### config.mk
export PLATFORM = sky130hd
export DESIGN_NAME = ldreg_bank
export DESIGN_NICKNAME = d
export VERILOG_FILES = /design/src/rtl/ldreg_pkg.sv /design/src/rtl/ldreg_ch.sv /design/src/rtl/ldreg_bank.sv
export SDC_FILE = /design/constraint.sdc
export NUM_CORES = 1
export LEC_CHECK = 0
export ABC_AREA = 0
export CORE_ASPECT_RATIO = 1.75
export CORE_MARGIN = 3
export CORE_UTILIZATION = 39
export CTS_BUF_LIST = sky130_fd_sc_hd__clkbuf_2
export CTS_CLUSTER_SIZE = 14
export DETAILED_ROUTE_END_ITERATION = 16
export PLACE_DENSITY = 0.76
export SKIP_LAST_GASP = 1
export SLEW_MARGIN = 20
export SYNTH_ARGS = -nofsm -noshare
export SYNTH_HDL_FRONTEND = slang
export SYNTH_SLANG_ARGS = --single-unit
### constraint.sdc
create_clock -name clk -period 2.5 [get_ports clk]
set_input_delay 0.625 -clock clk [delete_from_list [all_inputs] [get_ports clk]]
set_output_delay 0.625 -clock clk [all_outputs]
set_load 0.01 [all_outputs]
### src/rtl/ldreg_pkg.sv
// Shared types for the load-register bank.
// Latency: n/a (types only).
// Backpressure: n/a.
package ldreg_pkg;

  // LD_IMM applies a load at the edge it is requested.
  // LD_DEFER stages the load value until a global commit.
  typedef enum logic {
    LD_IMM   = 1'b0,
    LD_DEFER = 1'b1
  } ld_mode_e;

endpackage

### src/rtl/ldreg_ch.sv
// One channel: data register with load, optional staged load, and change flag.
// Latency: q updates 1 cycle after en/ld/commit; chg follows q by the same edge.
// Backpressure: none, every request is acted on at the next edge.
module ldreg_ch
  import ldreg_pkg::*;
#(
  parameter int               WIDTH   = 8,
  parameter logic [WIDTH-1:0] RST_VAL = '0,
  parameter ld_mode_e         LD_MODE = LD_IMM
) (
  input  logic             clk,
  input  logic             rst,
  input  logic [WIDTH-1:0] d_i,
  input  logic             en_i,
  input  logic             ld_i,
  input  logic [WIDTH-1:0] lval_i,
  input  logic             commit_i,
  output logic [WIDTH-1:0] q_o,
  output logic             pend_o,
  output logic             chg_o,
  output logic             apply_o
);

  logic [WIDTH-1:0] stage_q;
  logic [WIDTH-1:0] ld_val;
  logic [WIDTH-1:0] q_nxt;
  logic             apply;
  logic             stage_wr;

  // Decide whether a load lands on q this edge, and from where.
  always_comb begin
    apply    = 1'b0;
    stage_wr = 1'b0;
    ld_val   = lval_i;
    if (LD_MODE == LD_IMM) begin
      apply = ld_i;
    end else begin
      if (ld_i && commit_i) begin
        // Load and commit together bypass the stage.
        apply = 1'b1;
      end else if (commit_i && pend_o) begin
        apply  = 1'b1;
        ld_val = stage_q;
      end else if (ld_i) begin
        stage_wr = 1'b1;
      end
    end
    q_nxt = apply ? ld_val : (en_i ? d_i : q_o);
  end

  assign apply_o = apply;

  // Data register and change flag; reset never flags a change.
  always_ff @(posedge clk) begin
    if (rst) begin
      q_o   <= RST_VAL;
      chg_o <= 1'b0;
    end else begin
      q_o   <= q_nxt;
      chg_o <= (q_nxt != q_o);
    end
  end

  // Stage register: last staged write wins, any commit retires the pending load.
  always_ff @(posedge clk) begin
    if (rst) begin
      stage_q <= RST_VAL;
      pend_o  <= 1'b0;
    end else if (stage_wr) begin
      stage_q <= lval_i;
      pend_o  <= 1'b1;
    end else if (commit_i) begin
      pend_o  <= 1'b0;
    end
  end

endmodule

### src/rtl/ldreg_bank.sv
// Bank of NCH load registers plus a saturating count of applied loads.
// Latency: 1 cycle from request to q/pend/chg/ldcnt.
// Backpressure: none, all inputs are accepted every cycle.
module ldreg_bank
  import ldreg_pkg::*;
#(
  parameter int               WIDTH   = 8,
  parameter int               NCH     = 4,
  parameter logic [WIDTH-1:0] RST_VAL = '0,
  parameter ld_mode_e         LD_MODE = LD_IMM,
  parameter int               CW      = 8
) (
  input  logic                 clk,
  input  logic                 rst,
  input  logic [NCH*WIDTH-1:0] d_i,
  input  logic [NCH-1:0]       en_i,
  input  logic [NCH-1:0]       ld_i,
  input  logic [NCH*WIDTH-1:0] lval_i,
  input  logic                 commit_i,
  output logic [NCH*WIDTH-1:0] q_o,
  output logic [NCH-1:0]       pend_o,
  output logic [NCH-1:0]       chg_o,
  output logic [CW-1:0]        ldcnt_o
);

  // Wide enough for count plus a full-bank increment, so the compare never wraps.
  localparam int CNTW = $clog2(NCH + 1) + CW;
  localparam logic [CNTW-1:0] CNT_MAX = {{(CNTW - CW){1'b0}}, {CW{1'b1}}};

  logic [NCH-1:0]  apply;
  logic [CNTW-1:0] inc;
  logic [CNTW-1:0] sum;

  for (genvar c = 0; c < NCH; c++) begin : g_ch
    ldreg_ch #(
      .WIDTH  (WIDTH),
      .RST_VAL(RST_VAL),
      .LD_MODE(LD_MODE)
    ) u_ch (
      .clk     (clk),
      .rst     (rst),
      .d_i     (d_i[c*WIDTH +: WIDTH]),
      .en_i    (en_i[c]),
      .ld_i    (ld_i[c]),
      .lval_i  (lval_i[c*WIDTH +: WIDTH]),
      .commit_i(commit_i),
      .q_o     (q_o[c*WIDTH +: WIDTH]),
      .pend_o  (pend_o[c]),
      .chg_o   (chg_o[c]),
      .apply_o (apply[c])
    );
  end

  // Number of channels whose load lands this edge, added to the current count.
  always_comb begin
    inc = '0;
    for (int c = 0; c < NCH; c++) begin
      inc = inc + CNTW'(apply[c]);
    end
    sum = CNTW'(ldcnt_o) + inc;
  end

  // Saturating load counter.
  always_ff @(posedge clk) begin
    if (rst) begin
      ldcnt_o <= '0;
    end else if (sum > CNT_MAX) begin
      ldcnt_o <= {CW{1'b1}};
    end else begin
      ldcnt_o <= sum[CW-1:0];
    end
  end

endmodule

### Yosys cells after proc, flatten, opt, wreduce, memory -nomap -nowiden

Index checks and enable logic that the tools add are counted.

* bits in registers: 44
* input port bits: 75
* output and inout port bits: 48
* word-level logic and storage cells: 27

* add/subtract/negate cells: 4
* $lt $le $gt $ge: 1
* equality and inequality tests: 4
* mux-type cells: 9

Operators with widths (count)
* $mux 8: 9
* $ne 8x8->1: 4
* $add 8x4->9: 1
* $gt 9x8->1 const B: 1
* $add 3x1->4: 1
* $add 2x1->3: 1
* $add 1x1->2: 1

### Depth between registers and ports, before layout

Gate-level depths: netlist (run 1).

* word-level depth: 6
* mapped depth: 10
* gate-level depth less buffers: 10

### Modules after synthesis

A second synthesis (run 1) with hierarchy kept.

* cells, all modules: 339
* area total of the unflattened synthesis: 2826.5 sq um

By module, submodules not included
* ldreg_ch: times used 4, cells each 74, area an instance 596.8 sq um, seq. area each 180.2 sq um
* ldreg_bank: times used 1, cells each 43, area an instance 439.2 sq um, seq. area each 160.2 sq um

### Least setup slack after synthesis (run 1)

No wires, ideal clock.

* path kind: input to register
* start: input port ld_i[0]
* end: register ldcnt_o[6]
* library setup time: 128 ps
* arrival time: 2397 ps
* data required time: 2372 ps
* path slack: -25 ps
* stages: 10
* path buffers: 0
* path through: fa_1 > inv_1 > fa_1 > inv_1 > fa_1 > and3_1 > and3_4 > nand3_1 > o21ai_0 > nor2_1

* word-level cells in the longest chain between the ends: 6

Ends and longest elaborated chain
* from (decl): RTL line ldreg_bank.sv:17 `input logic [NCH-1:0] ld_i,`
* $add 1x1->2 (*): RTL line ldreg_bank.sv:58 `inc = inc + CNTW'(apply[c]);`
* $add 2x1->3 (*): RTL line ldreg_bank.sv:58
* $add 3x1->4 (*): RTL line ldreg_bank.sv:58
* $add 8x4->9 (*): RTL line ldreg_bank.sv:60 `sum = CNTW'(ldcnt_o) + inc;`
* $gt 9x8->1: RTL line ldreg_bank.sv:67 `end else if (sum > CNT_MAX) begin`
* $mux 8 (*): RTL line ldreg_bank.sv:67
* to (signal assigned): RTL line ldreg_bank.sv:68 `ldcnt_o <= {CW{1'b1}};`
* to (signal assigned): RTL line ldreg_bank.sv:70 `ldcnt_o <= sum[CW-1:0];`
* to (decl): RTL line ldreg_bank.sv:23 `output logic [CW-1:0] ldcnt_o`

Mark *: on every way between the ends. The rest lies on a longest branch, timed or not.
A chain may end at the register's enable or synchronous reset.

### Worst setup path in the final report (run 1)

* start: input port ld_i[0]
* end: register ldcnt_o[0]

The elaborated chain is that of the path after synthesis.

==> results.md, run 1 <==
- WL final: ~7700 um
- Final Slew Violations: 0
- Buf+Inv Stages, Crit Path: 3
- Setup Viol. Count Final: 0
- CTS Root Cell: clkbuf_2
- Seq/Total Area, Yosys: approximately a third
- Fin crit share: about 97%
- Critical path endpoint category: flop
- Area of the core: around 0.0069 mm^2
- Post-Synth Adder-Cell Area: under 10%
- DR WL/cell: ~15 um
- Combinational group share of total power: about 35%
- Worst-Skew Late Latency: ~0.4 ns
- CP Data Arrival Time: roughly 2.8 ns
- Yosys warns: 0
- Worst hold stages: 2
- Place WS: -0.574 ns
- Total instance count after detailed placement: 521
- Setup CP Type: in2reg
- Total chip power: 1.86 mW
- Mapped Area: roughly 0.0028 mm^2
- Initial Util: 40.6%
- # rows: 40
- Post-route insts no fill: 530
- First-pass GRT wire length: ~13000 um
- Max Buffers Root-to-Sink: 2
- Gr ovfl total: 0
- Reg2reg start: ldcnt_o[0]
- Avg Cell Area, Syn: ~8.4 um^2
- RSZ-0062 raised after global routing: no
- Largest family of logic cells by synthesized area: XOR/XNOR gates
- Max Fclk: around 0.41 GHz
- Most frequent cells in the layout: clkdlybuf4s50_1, nor2_1, dfxtp_1
- TritonCTS clock tree: done
- HPWL Detailed: 6200 um
- Clk sinks: 44
- Ratio of cells with drive above 1 in the final layout: under 10%
- Gate Count Post-Synth: between 300 and 400
- Hold wc startpoint: ldcnt_o[7]
- Leakage: ~1.6 nW
- Flops & latches, synth: 44
- Routability Congestion: about 0.83
- Number of port buffers: roughly 120
- Worst EP required: 2.84 ns
- Largest net degree at the start of global routing: 24
- All-layer global routing usage: between 10% and 20%
- Hold slack: approximately 0.62 ns
- Vias per Instance: 5.01
- Net load switching power: between 500 and 600 uW
- Slowest-stage cell, CP: fa_1
- VDD IR-drop max: ~360 uV
- Total CTS buffers: 5
- CP max FO: 6
- Synth-to-Final Area Change: 45.6%
- DRC viols: 0
- Complex-gate fraction of the synthesized area: between 10% and 20%
- Initial antenna violation count: 1
- Crit path largest cell delay: 0.54 ns
- Vias: ~2700
- Mux share of post-synthesis cell area: between 10% and 20%
- Crit path launch type: input pin
- Nets@finish: 523
- Sequential share of power: 44.7%
- 1st-pass router iterations: 4
- Postcts setup bufs: 0
- P_int: between 1 and 1.5 mW
- R2R Path End: ldcnt_o[0]
- Outcome: finished, final reports clean
- Die ar.: 0.00829 mm^2
- Simple-gate share of the synthesized area: roughly 16%
- Antenna viol nets, final: 0
- Xor/xnor share of the synthesized area: 19.3%
- Io pins: 123
- Clock Power Share: between 20% and 30%
- Power per cell area: 455 mW/mm^2
- Clock transition at path regs: around 0.23 ns
- Least-Margin Pin Slew: approximately 0.56 ns
- Clk_skew: about 0.017 ns
- Tmin final: between 2 and 2.5 ns
- Commonest non-fill, non-tap cell in the layout: clkdlybuf4s50_1
- R2R Setup Slk: 0.71 ns
- Max-cap viol count: 0
- Die Y: about 120 um
- Reg2reg path depth: 8
- Final Hold Vio Count: 0
- Synth unique cells: 33
- Initial DRC Count: 85
- H-tree level count: 2
- Min-delay worst type: reg2reg
- Vias in the first global route: about 2700
- Sw frac: between 30% and 40%
- Family with the most delay on the worst path: adder cells
- Final worst setup slack: between 0.07 and 0.08 ns
- Critical path depth: 10
- Die span in x: ~70 um
- Hold EP: ldcnt_o[1]
- Cell Chain, Critical Path: dlygate4sd2_1 > fa_1 > inv_1 > fa_2 > inv_2 > fa_2 > and3_4 > and3_4 > nand3_4 > a21oi_2
- Worst rel slew slack: between 60% and 70%
## flip-flops by register name, indices dropped and copies added (netlist names)
signal	cells
ldcnt_o	8
g_ch.u_ch.q_o	32
g_ch.u_ch.chg_o	4
## synth_stat cells, drive strengths merged
| library cell | number | area (um^2) |
|---|---|---|
| nand3 | 5 | 37.5 |
| xor2 | 28 | 245 |
| o31ai | 3 | 22.5 |
| a21o | 1 | 7.51 |
| fa | 3 | 60.1 |
| nor3 | 3 | 15.0 |
| clkbuf | 5 | 18.8 |
| a31oi | 3 | 18.8 |
| a21oi | 39 | 195 |
| nand2 | 9 | 33.8 |
| nand4b | 2 | 17.5 |
| nor2b | 5 | 31.3 |
| mux2i | 30 | 300 |
| ha | 1 | 12.5 |
| o41ai | 3 | 48.8 |
| nand4 | 6 | 37.5 |
| xnor2 | 34 | 298 |
| buf | 20 | 120 |
| conb | 1 | 3.75 |
| inv | 7 | 26.3 |
| a311oi | 1 | 8.76 |
| o21a | 4 | 30.0 |
| and3 | 2 | 17.5 |
| nor2 | 62 | 233 |
| dfxtp | 44 | 881 |
| nor4 | 4 | 25.0 |
| o21ai | 4 | 20.0 |
| o22ai | 3 | 18.8 |
| a211oi | 3 | 22.5 |
## logic make-up (layout without fill, tap and decap cells)
| kind of cell | after synthesis | count (layout) |
|---|---|---|
| AOI/OAI and AO/OA | 64 | 64 |
| xor gates and xnor gates | 62 | 62 |
| adders and majority gates | 4 | 4 |
| buffers and inverters | 32 | 139 |
| DFF | 44 | 44 |
| muxes | 30 | 30 |
| other | 1 | 5 |
| and+or+nand+nor | 98 | 98 |
## power by group through the flow
stage	Sequential [mW]	Clock [mW]	Combinational, mW
3_5_place_dp	0.846	0	0.638
6_report	0.831	0.387	0.643
3_3_place_gp	0.842	0	0.628
2_1_floorplan	0.860	0	0.314
4_1_cts	0.832	0.406	0.647
5_1_grt	0.843	0.430	0.710
## repair_timing
action | in CTS | in global routing
resized for setup | 5 | 0
endpoints found under the setup margin | 7 | 0
hold buffers | 0 | 0
## how the worst max path moves through the flow
| stage | end | start |
|---|---|---|
| global route | ldcnt_o[5] | ld_i[0] |
| finish | ldcnt_o[0] | ld_i[0] |
| detailed placement | ldcnt_o[6] | ld_i[0] |
| floorplan | ldcnt_o[6] | ld_i[0] |
| CTS | ldcnt_o[0] | ld_i[0] |
| global placement | ldcnt_o[6] | ld_i[0] |
## metal layers
| metal | share of wire, % | vias up | global-route usage (%) |
|---|---|---|---|
| li1 | - | 1350 | - |
| met1 | 37 | 1238 | 18.9 |
| met2 | 59 | 64 | 38.7 |
| met3 | 3.3 | 4 | 2.38 |
| met4 | 0.83 | 0 | 4.68 |
| met5 | 0 | - | 0 |
## final cells by class
| class | instances | area, um^2 |
|---|---|---|
| fillers | 633 | 2820 |
| well taps | 84 | 105 |
| flip-flops and latches | 44 | 881 |
| clock inverters | 3 | 37.5 |
| multi-input cells | 262 | 1790 |
| clock buffers | 5 | 25.0 |
| diodes | 1 | 2.50 |
| inverters | 7 | 26.3 |
| repair buffers | 124 | 1220 |
## through the flow
step,cell area [um^2],util [%],setup TNS (ns)
after global placement,4020,58.2,-3.83
after detailed placement,4020,58.2,-4.28
final,4090,59.2,0
after floorplan,2830,-,0
after global routing,4090,59.2,0
after CTS,4080,59.1,0
## worst min-delay path: stages, from the launching register on
cell     delay, ns
dfxtp_1       0.42
nand3_4       0.14
a21oi_2       0.06
Power figures use the tool's default switching activity.
==> inputs of run 2 (changes only) <==
Settings changed: SKIP_CTS_REPAIR_TIMING set to 1.
==> results.md, run 2 (synthesis results as in run 1) <==
- Cell area after layout: 0.00411 mm^2 (+0.55%)
- Largest net degree at the start of global routing: 24 (unchanged)
- Least-Margin Pin Slew: 0.565 ns (+0.00215 ns)
- Gr ovfl total: 0 (unchanged)
- CTS Root Cell: clkbuf_2
- Vias: 2659 (+0.11%)
- Combinational group share of total power: 34.8% (+0.3 points)
- Hold wc startpoint: ldcnt_o[7]
- Nets@finish: 524 (+0.19%)
- Sw frac: 30.4% (about the same)
- CP max FO: 6 (unchanged)
- RSZ-0062 raised after global routing: no
- TritonCTS clock tree: done
- Tmin final: 2.29 ns (-0.130 ns)
- Hold slack: 0.616 ns (-0.00616 ns)
- Worst-Skew Late Latency: 0.39 ns (about the same)
- Reg2reg start: ldcnt_o[0]
- WL final: 7730 um (+0.14%)
- Setup Viol. Count Final: 0 (unchanged)
- CP Data Arrival Time: 2.63 ns (-0.13 ns)
- Crit path largest cell delay: 0.54 ns (about the same)
- Min-delay worst type: reg2reg
- Clk_skew: 0.0168 ns (-0.000504 ns)
- Clk sinks: 44 (unchanged)
- 1st-pass router iterations: 4 (unchanged)
- Most frequent cells in the layout: clkdlybuf4s50_1, nor2_1, dfxtp_1
- VDD IR-drop max: 359 uV (about the same)
- Leakage: 1.65 nW (+1.8%)
- Routability Congestion: 0.826 (unchanged)
- Vias in the first global route: 2745 (-0.15%)
- Reg2reg path depth: 8 (unchanged)
- Vias per Instance: 5.01 (about the same)
- Max reg flops: 32 (unchanged)
- Clock Power Share: 20.7% (about the same)
- Outcome: finished, final reports clean
- Crit path launch type: input pin
- Most flops, register: g_ch.u_ch.q_o
- Post-route insts no fill: 531 (+0.19%)
- Final Hold Vio Count: 0 (unchanged)
- Die span in x: 70.1 um (unchanged)
- Slowest-stage cell, CP: fa_1
- Total instance count after detailed placement: 521 (unchanged)
- Number of port buffers: 117 (unchanged)
- First-pass GRT wire length: 12700 um (-0.38%)
- Sequential share of power: 44.5% (-0.2 points)
- Worst EP required: 2.84 ns (about the same)
- Antenna viol nets, final: 0 (unchanged)
- Synth-to-Final Area Change: 46.4%
- Max Buffers Root-to-Sink: 2 (unchanged)
- Placed cell area: 0.00402 mm^2 (unchanged)
- All-layer global routing usage: 18.7% (-0.070 points)
- Critical path endpoint category: flop
- Worst hold stages: 2 (unchanged)
- Worst rel slew slack: 62.2% (-0.14 points)
- P_int: 1.30 mW (+0.47%)
- Commonest non-fill, non-tap cell in the layout: clkdlybuf4s50_1
- Io pins: 123 (unchanged)
- Initial antenna violation count: 1 (unchanged)
- DR WL/cell: 14.5 um (about the same)
- Initial DRC Count: 83 (-2.4%)
- Fin crit share: 91.6% (-5.2 points)
- # rows: 40 (unchanged)
- R2R Setup Slk: 0.73 ns (+0.02 ns)
- Die ar.: 0.00829 mm^2 (unchanged)
- Cell Chain, Critical Path: dlymetal6s2s_1 > fa_1 > inv_1 > fa_2 > inv_2 > fa_2 > and3_4 > and3_4 > nand3_4 > a21oi_2
- Final Slew Violations: 0 (unchanged)
- Setup CP Type: in2reg
- HPWL Detailed: 6200 um (unchanged)
- H-tree level count: 2 (unchanged)
- Total CTS buffers: 5 (unchanged)
- Net load switching power: 568 uW (+0.40%)
- Ratio of cells with drive above 1 in the final layout: 5.83% (+0.44 points)
- Max Fclk: 0.436 GHz (+5.7%)
- Die Y: 118 um (unchanged)
- Hold EP: ldcnt_o[5]
- DRC viols: 0 (unchanged)
- R2R Path End: ldcnt_o[0]
- Initial Util: 40.6% (unchanged)
- Area of the core: 0.00691 mm^2 (unchanged)
- Max-cap viol count: 0 (unchanged)
- Clock transition at path regs: 0.23 ns (about the same)
- Top Registers: g_ch.u_ch.q_o (32), ldcnt_o (8), g_ch.u_ch.chg_o (4)
- TNS Setup: 0 ns (unchanged)
- Power per cell area: 455 mW/mm^2 (about the same)
==> run 2: cell count changes in the layout (fill, tap and decap cells not counted), sizes merged <==
| cell | before | now |
|---|---|---|
| dlymetal6s2s | 0 | 3 |
| buf | 7 | 8 |
| dlygate4sd2 | 3 | 0 |
==> run 2: final cells by class <==
cell class | instances | area, um^2
Antenna cell | 1 | 2.50
Clock buffer | 5 | 25.0
Clock inverter | 3 | 37.5
Fill cell | 629 | 2800
Inverter | 7 | 26.3
Multi-Input combinational cell | 262 | 1790
Sequential cell | 44 | 881
Tap cell | 84 | 105
Timing Repair Buffer | 125 | 1240
==> run 2: critical path, delay by kind of cell <==
kind,cells,cell delay [ns]
AO/OA/AOI/OAI,1,0.15
buffers and inverters,3,0.27
AND/OR/NAND/NOR,3,0.51
adder cells (fa/ha/maj),3,1.06
==> run 2: metrics by stage <==
step	worst slack [ns]	total power, mW	util (%)
2_1_floorplan	0.00489	1.17	-
3_3_place_gp	-0.516	1.47	58.2
3_5_place_dp	-0.574	1.48	58.2
4_1_cts	-0.127	1.88	59.1
5_1_grt	0.180	1.99	59.5
6_report	0.209	1.87	59.5
==> run 2: metal layers <==
layer	track usage, %	routed length (um)
met4	4.68	64
met3	2.38	253
met1	18.7	2840
met2	38.6	4570
met5	0	0
==> run 2: how the worst max path moves through the flow <==
stage	depth (start not counted)	start	slack [ns]	endpoint
after floorplan	10	ld_i[0]	0.005	ldcnt_o[6]
after global placement	11	ld_i[0]	-0.52	ldcnt_o[6]
after detailed placement	11	ld_i[0]	-0.57	ldcnt_o[6]
after CTS	10	ld_i[0]	-0.13	ldcnt_o[0]
after global routing	10	ld_i[0]	0.18	ldcnt_o[2]
final	10	ld_i[0]	0.21	ldcnt_o[0]
==> run 2: power by group through the flow <==
| stage | Clock (mW) | Sequential, mW | Combinational (mW) |
|---|---|---|---|
| floorplan | 0 | 0.860 | 0.314 |
| global placement | 0 | 0.842 | 0.628 |
| detailed placement | 0 | 0.846 | 0.638 |
| CTS | 0.406 | 0.832 | 0.642 |
| global route | 0.430 | 0.843 | 0.717 |
| finish | 0.387 | 0.831 | 0.651 |
==> inputs of run 3 (changes only) <==
Settings changed: CAP_MARGIN set to 25.
==> results of run 3 <==
No change in the layout: final DEF, timing and power equal those of run 2.
